## config.mk

```make
export PLATFORM = sky130hd
export DESIGN_NAME = branch_resolve_unit
export DESIGN_NICKNAME = d
export VERILOG_FILES = /design/src/rtl/branch_resolve_unit.sv
export SDC_FILE = /design/constraint.sdc
export NUM_CORES = 1
export LEC_CHECK = 0
export BUFFER_PORTS_ARGS = -buffer_cell sky130_fd_sc_hd__buf_2
export CAP_MARGIN = 40
export CORE_MARGIN = 2
export CORE_UTILIZATION = 58
export DETAILED_ROUTE_END_ITERATION = 12
export PLACE_DENSITY = 0.95
export SLEW_MARGIN = 10
export SYNTH_ARGS = -nofsm -noshare
export SYNTH_HDL_FRONTEND = slang
export SYNTH_SLANG_ARGS = --single-unit
```

## constraint.sdc

```tcl
create_clock -name clk -period 4.95 [get_ports clk]
set_input_delay 0.99 -clock clk [delete_from_list [all_inputs] [get_ports clk]]
set_output_delay 0.99 -clock clk [all_outputs]
set_load 0.02 [all_outputs]
```

## src/rtl/branch_resolve_unit.sv

```systemverilog
// Branch resolution at the EX/MEM boundary: evaluates RV32I branch conditions in EX,
// holds the result in a MEM entry and drives predictor update, redirect, flush and perf counters.
module branch_resolve_unit #(
  parameter int XLEN      = 32,
  parameter int PHT_IDX_W = 3
) (
  input  logic                 clk,
  input  logic                 rst,
  input  logic                 ex_valid,
  input  logic                 ex_branch,
  input  logic [2:0]           ex_funct3,
  input  logic [XLEN-1:0]      ex_rs1,
  input  logic [XLEN-1:0]      ex_rs2,
  input  logic [XLEN-1:0]      ex_pc,
  input  logic [XLEN-1:0]      ex_imm,
  input  logic                 ex_pred_taken,
  input  logic [PHT_IDX_W-1:0] ex_pht_index,
  input  logic                 stall,
  output logic                 branch_resolved,
  output logic                 actual_taken,
  output logic [PHT_IDX_W-1:0] pht_indexMEM,
  output logic                 mispredict,
  output logic [XLEN-1:0]      PC_redirect,
  output logic [1:0]           flush,
  output logic [31:0]          branch_count,
  output logic [31:0]          mispredict_count
);

  typedef enum logic [2:0] {
    F3_BEQ  = 3'b000,
    F3_BNE  = 3'b001,
    F3_BLT  = 3'b100,
    F3_BGE  = 3'b101,
    F3_BLTU = 3'b110,
    F3_BGEU = 3'b111
  } funct3_e;

  logic            ex_taken;
  logic [XLEN-1:0] ex_target;
  logic [XLEN-1:0] ex_fallthrough;

  logic                 mem_valid;
  logic                 mem_done;
  logic                 kill_pending;
  logic                 mem_taken;
  logic                 mem_pred;
  logic [PHT_IDX_W-1:0] mem_pht_index;
  logic [XLEN-1:0]      mem_target;
  logic [XLEN-1:0]      mem_fallthrough;

  logic fire;
  logic mis;
  logic kill;

  // Reserved funct3 encodings (010/011) fall to the default and resolve not-taken.
  always_comb begin
    ex_taken = 1'b0;
    case (ex_funct3)
      F3_BEQ:  ex_taken = (ex_rs1 == ex_rs2);
      F3_BNE:  ex_taken = (ex_rs1 != ex_rs2);
      F3_BLT:  ex_taken = ($signed(ex_rs1) <  $signed(ex_rs2));
      F3_BGE:  ex_taken = ($signed(ex_rs1) >= $signed(ex_rs2));
      F3_BLTU: ex_taken = (ex_rs1 <  ex_rs2);
      F3_BGEU: ex_taken = (ex_rs1 >= ex_rs2);
      default: ex_taken = 1'b0;
    endcase
  end

  assign ex_target      = ex_pc + ex_imm;
  assign ex_fallthrough = ex_pc + XLEN'(4);

  assign fire = mem_valid & ~mem_done;
  assign mis  = fire & (mem_taken != mem_pred);
  assign kill = mis | kill_pending;

  assign branch_resolved = fire;
  assign actual_taken    = fire & mem_taken;
  assign pht_indexMEM    = fire ? mem_pht_index : '0;
  assign mispredict      = mis;
  assign PC_redirect     = mis ? (mem_taken ? mem_target : mem_fallthrough) : '0;
  assign flush           = mis ? 2'b10 : 2'b00;

  // A held entry resolves once (done), and a mispredict seen under stall must
  // still squash whatever younger branch is sitting in EX when the stall lifts.
  always_ff @(posedge clk) begin
    if (rst) begin
      mem_valid        <= 1'b0;
      mem_done         <= 1'b0;
      kill_pending     <= 1'b0;
      mem_taken        <= 1'b0;
      mem_pred         <= 1'b0;
      mem_pht_index    <= '0;
      mem_target       <= '0;
      mem_fallthrough  <= '0;
      branch_count     <= '0;
      mispredict_count <= '0;
    end else begin
      if (fire && (branch_count != 32'hFFFF_FFFF))
        branch_count <= branch_count + 32'd1;
      if (mis && (mispredict_count != 32'hFFFF_FFFF))
        mispredict_count <= mispredict_count + 32'd1;

      if (stall) begin
        if (fire)
          mem_done <= 1'b1;
        if (mis)
          kill_pending <= 1'b1;
      end else begin
        mem_valid       <= ex_valid & ex_branch & ~kill;
        mem_done        <= 1'b0;
        kill_pending    <= 1'b0;
        mem_taken       <= ex_taken;
        mem_pred        <= ex_pred_taken;
        mem_pht_index   <= ex_pht_index;
        mem_target      <= ex_target;
        mem_fallthrough <= ex_fallthrough;
      end
    end
  end

endmodule

```

Yosys cells after proc, flatten, opt, wreduce, memory -nomap -nowiden
Index checks and enable logic that the tools add are counted.
{ "classes": {"add_sub_neg": 4, "magnitude_cmp": 4, "eq_ne": 10, "n_reduce_logical": 4, "bitwise": 9, "muxes": 5} }
{ "ops": {"columns": ["operator", "count"], "rows": [
  ["$add A32 B1 Y32 const B", 2],
  ["$ge A32 B32 Y1", 2],
  ["$lt A32 B32 Y1", 2],
  ["$mux W32", 2],
  ["$ne A32 B32 Y1 const B", 2],
  ["$add A32 B3 Y32 const B", 1],
  ["$add A32 B32 Y32", 1],
  ["$eq A32 B32 Y1", 1],
  ["$ne A32 B32 Y1", 1],
  ["$eq A3 B3 Y1 const B", 4],
  ["$pmux W1 S6", 1],
  ["$and A1 B1 Y1", 5],
  ["$eq A3 B1 Y1 const B", 1],
  ["$logic_not A3 Y1", 1],
  ["$mux W3", 1],
  ["$not A1 Y1", 3],
  ["$logic_and A1 B1 Y1", 2],
  ["$mux W2", 1],
  ["$reduce_or A2 Y1", 1],
  ["$ne A1 B1 Y1", 1],
  ["$or A1 B1 Y1", 1]
]} }
{ "word_totals": {"input_bits": 140, "out_inout_bits": 104, "wordCells": 46, "register_bits": 136} }

Longest topological paths before layout
{ "depth": {"ltp_word": 6, "depth_mapped": 11, "depth_no_buf": 11} }

Worst setup path after synthesis
OpenSTA, ideal clock, no wires.
{ "synth_path": {"path_type": "in2reg", "from": "input port ex_pc[0]", "to": "register mem_target[16]", "required_time_ps": 4833, "setup_slack_ps": 1674, "n_path_buf": 0, "t_arrival_ps": 3159, "cell_stages": 11, "setup_time_ps": 117, "cell_sequence": "ha_1 inv_1 fa_1 nand2b_1 a21oi_1 o31ai_2 a211oi_1 o21ai_0 a21boi_0 o21ai_0 a32o_1"} }
{ "synth_between": {"elab_chain_cells": 1} }
{ "synth_lines": {"columns": ["element", "line_no", "text"], "rows": [
  ["from (decl)", "14", "input logic [XLEN-1:0] ex_pc,"],
  ["$add A32 B32 Y32", "69", "assign ex_target = ex_pc + ex_imm;"],
  ["to (signal assigned)", "115", "mem_target <= ex_target;"],
  ["to (decl)", "48", "logic [XLEN-1:0] mem_target;"]
]} }
Every way passes these cells.
A chain may end at the register's enable or synchronous reset.

Final worst setup path
{ "layout_path": {"from": "register mem_taken", "to": "output port flush[1]"} }
{ "layout_between": {"elab_chain_cells": 3} }
{ "layout_lines": {"columns": ["element", "line_no", "text"], "rows": [
  ["from (decl)", "45", "logic mem_taken;"],
  ["from (signal assigned)", "112", "mem_taken <= ex_taken;"],
  ["$ne A1 B1 Y1", "73", "assign mis = fire & (mem_taken != mem_pred);"],
  ["$and A1 B1 Y1", "73", null],
  ["$mux W2", "81", "assign flush = mis ? 2'b10 : 2'b00;"],
  ["to (decl)", "24", "output logic [1:0] flush,"]
]} }
Every way passes these cells.

==> results by group <==
Outcome
  – Status: finished clean

CTS
  – CTS sink count: 136
  – CTS clk-pin slew, worst paths: 0.06 ns
  – Post-CTS setup buffers: 0
  – H-tree Lvls: 4
  – Inserted Clock Buffers: 17
  – Clock Path Buffers: 2
  – Post_cts resized: 0
  – Clk Latency, worst-skew pair: 0.42 ns
  – CTS Hold Bufs: 0
  – TritonCTS clock tree: built
  – Root Driver: clkbuf_16

Power
  – PwrDens: 277 nW/um^2
  – Maximum VDD drop: 0.305 mV
  – Leak: 4.93 nW

Yosys
  – Net count after synthesis: 1342
  – Mapped Area: 8890 sq um
  – Ys flop type: dfxtp_1
  – Ys Warns: 0
  – Number of flops mapped to enable cells by yosys: 0
  – Synthesized flop and latch total: 136
  – Avg Inst Size Synth: 7.83 sq um
  – Syn Inst Count: 1135
  – Register area share after synthesis: 30.6%
  – Ys async rst share: 0%
  – Unique masters post-synth: 63

Place
  – DP HPWL: 18500 microns
  – GP Congestion: 0.895
  – Area after DPL: 10200 sq um
  – Port bufs: 242

Final layout
  – Area Overhead vs Synth: 21.8%
  – Cell area after layout: 10800 sq um
  – Fillers: 1151
  – Diodes inserted: 0
  – Multi-input logic area: 5760 sq um
  – Layout cell share with drive strength beyond 1: 21.7%
  – Net count, final: 1567
  – Register area: 2720 sq um

Route
  – Average via count per standard cell: 5.86
  – WL final: 25400 microns
  – Drc violations: 0
  – Routed wire per std cell: 16.3 microns
  – DR vias: 9150
  – DRT Pass-1 Iters: 7
  – ANT nets after route: 0
  – Drt first-iter violations: 686

Run
  – Max cap viols: 0

Timing
  – Worst Tran Pin Value: 0.848 ns
  – RSZ-0062 raised after global routing: false
  – Final setup vio count: 0
  – Final count of hold timing violations: 0
  – Max Clk Rate: 280 MHz
  – Clock Skews: 0.0106 ns
  – Setup Total Neg Slack: 0 ns
  – Post-route fraction of the period consumed by the critical path: 72.3%
  – Final slew viol count: 0
  – Fin crit period: 3.58 ns
  – Slew HR: 43.5%

Critical path
  – Worst r2r src: mem_taken$_SDFFE_PP0N_
  – Critical path startpoint category: register
  – Crit-path max FO: 35
  – Setup Crit Path Kind: reg2out
  – Crit. Startpoint: mem_taken$_SDFFE_PP0N_
  – Crit. End Element: output port
  – Critical Path RT: 3.96 ns
  – Critical path arrival: 2.59 ns

Die
  – Die height: 128 microns
  – Placement Rows: 45
  – Die area: 16300 sq um
  – Core area: 15100 sq um
  – I/O pins: 244
  – Initial Util: 58.9%
  – Die X: 128 microns

Hold path
  – HP Start: mem_fallthrough[25]$_SDFFE_PP0N_
  – Min-delay worst type: reg2reg

GRT
  – Vias in the first global route: 8552
  – Initial antenna violation count: 0
  – Total track usage: 30.2%
  – Largest net degree at the start of global routing: 79
  – First-pass GRT wire length: 40300 microns
  – GRT Residual Overflow: 0
[layout make-up]
cell class                 count  area share (%)
clock buffer                  19            4.09
clock inverter                13            1.48
inverter                      60            2.08
multi-input combinational    895            53.2
sequential                   136            25.2
tap                          188            2.17
timing repair buffer         250            11.7
[worst max-delay path, stage by stage, from the launching register on]
cell and delay [ns]:
dfxtp_2 0.31, buf_4 0.52, xor2_1 0.13, nand2_1 0.47, buf_4 0.38, inv_1 0.16
buf_2 0.19
[placed cells by master, fill, tap and decap left out, types with 5 or more instances in the layout]
cell and instances:
and4_1 14, nor2b_1 6, o21ai_0 49, buf_4 8, nor2_1 170, nand4_1 31, or3_1 25, and2_1 13
a211oi_1 12, and3_1 19, ha_1 66, a21o_1 21, buf_2 241, o211ai_1 8, o21a_1 5, xnor2_1 43
inv_1 60, dfxtp_1 135, nor3_1 16, xor2_1 46, nand2_1 99, clkbuf_16 17, a21oi_1 90, nand3_1 46
mux2i_1 48, nand2b_1 10
[cells by family (layout without fill, tap and decap cells)]
group           count (synthesis)  after routing  synth area share, %
flops                         136            136                 30.6
xor+xnor                       89             89                 8.77
fa+ha+maj                      67             67                 9.52
buf+inv                       104            342                 4.53
other cells                     1              1               0.0422
simple gates                  463            463                 24.8
mux                            49             49                 5.53
compound gates                226            226                 16.2
[path summary, 6_finish.rpt]
path	cells after the start	slack [ns]	end
setup / recovery	6	1.37	flush[1]
setup reg to reg	10	1.83	mispredict_count[18]$_SDFFE_PP0P_
hold reg to reg	2	0.46	mem_fallthrough[25]$_SDFFE_PP0N_
hold / removal	2	0.46	mem_fallthrough[25]$_SDFFE_PP0N_
[cell usage after synthesis, types with 6 or more instances]
cell type	number	share of area (%)
dfxtp_1	136	31
nand3_1	46	2.6
nor3_1	16	0.90
nor2_1	170	7.2
nand2b_1	10	0.70
and2_1	13	0.92
a21o_1	21	1.8
nand2_1	99	4.2
nor2b_1	6	0.42
ha_1	66	9.3
o21ai_0	49	2.8
nand4_1	31	2.2
mux2i_1	48	5.4
and4_1	14	1.4
a21oi_1	90	5.1
buf_1	7	0.30
o211ai_1	8	0.68
xor2_1	46	4.5
clkbuf_1	33	1.4
and3_1	19	1.3
xnor2_1	43	4.2
inv_1	60	2.5
or3_1	25	1.8
a211oi_1	12	1.0
[state kept, by name (all words and copies together), names as in the netlist]
signal	cells
mem_done	1
kill_pending	1
mem_fallthrough	32
mem_valid	1
mem_taken	1
mem_pred	1
mem_target	32
mem_pht_index	3
branch_count	32
mispredict_count	32
[power by group]
part	total (W)	internal, W	switching (W)
Combinational	0.000530	0.000228	0.000302
Sequential	0.00117	0.00114	0.0000286
Clock	0.00130	0.000772	0.000528
Total	0.00300	0.00214	0.000859
[layer usage]
metal	wire length, microns	global-route usage, %	up-vias
li1	-	-	4434
met1	10300	34.9	4228
met2	12700	54.0	411
met3	1730	6.39	77
met4	765	12.8	0
met5	0	0	-
[per-stage QoR]
| step | setup slack, ns | power [W] | instances | hold slack (ns) | util [%] |
|---|---|---|---|---|---|
| 2_1_floorplan | 1.67 | 0.00154 | 1135 | 0.420 | - |
| 3_3_place_gp | 1.29 | 0.00169 | 1528 | 0.436 | 67.7 |
| 3_5_place_dp | 1.16 | 0.00171 | 1528 | 0.451 | 67.7 |
| 4_1_cts | 1.37 | 0.00300 | 1560 | 0.459 | 71.7 |
| 5_1_grt | 1.19 | 0.00312 | 1561 | 0.483 | 71.7 |
| 6_report | 1.37 | 0.00300 | 1561 | 0.457 | 71.7 |
No activity file was read; power rests on OpenSTA's default activity.
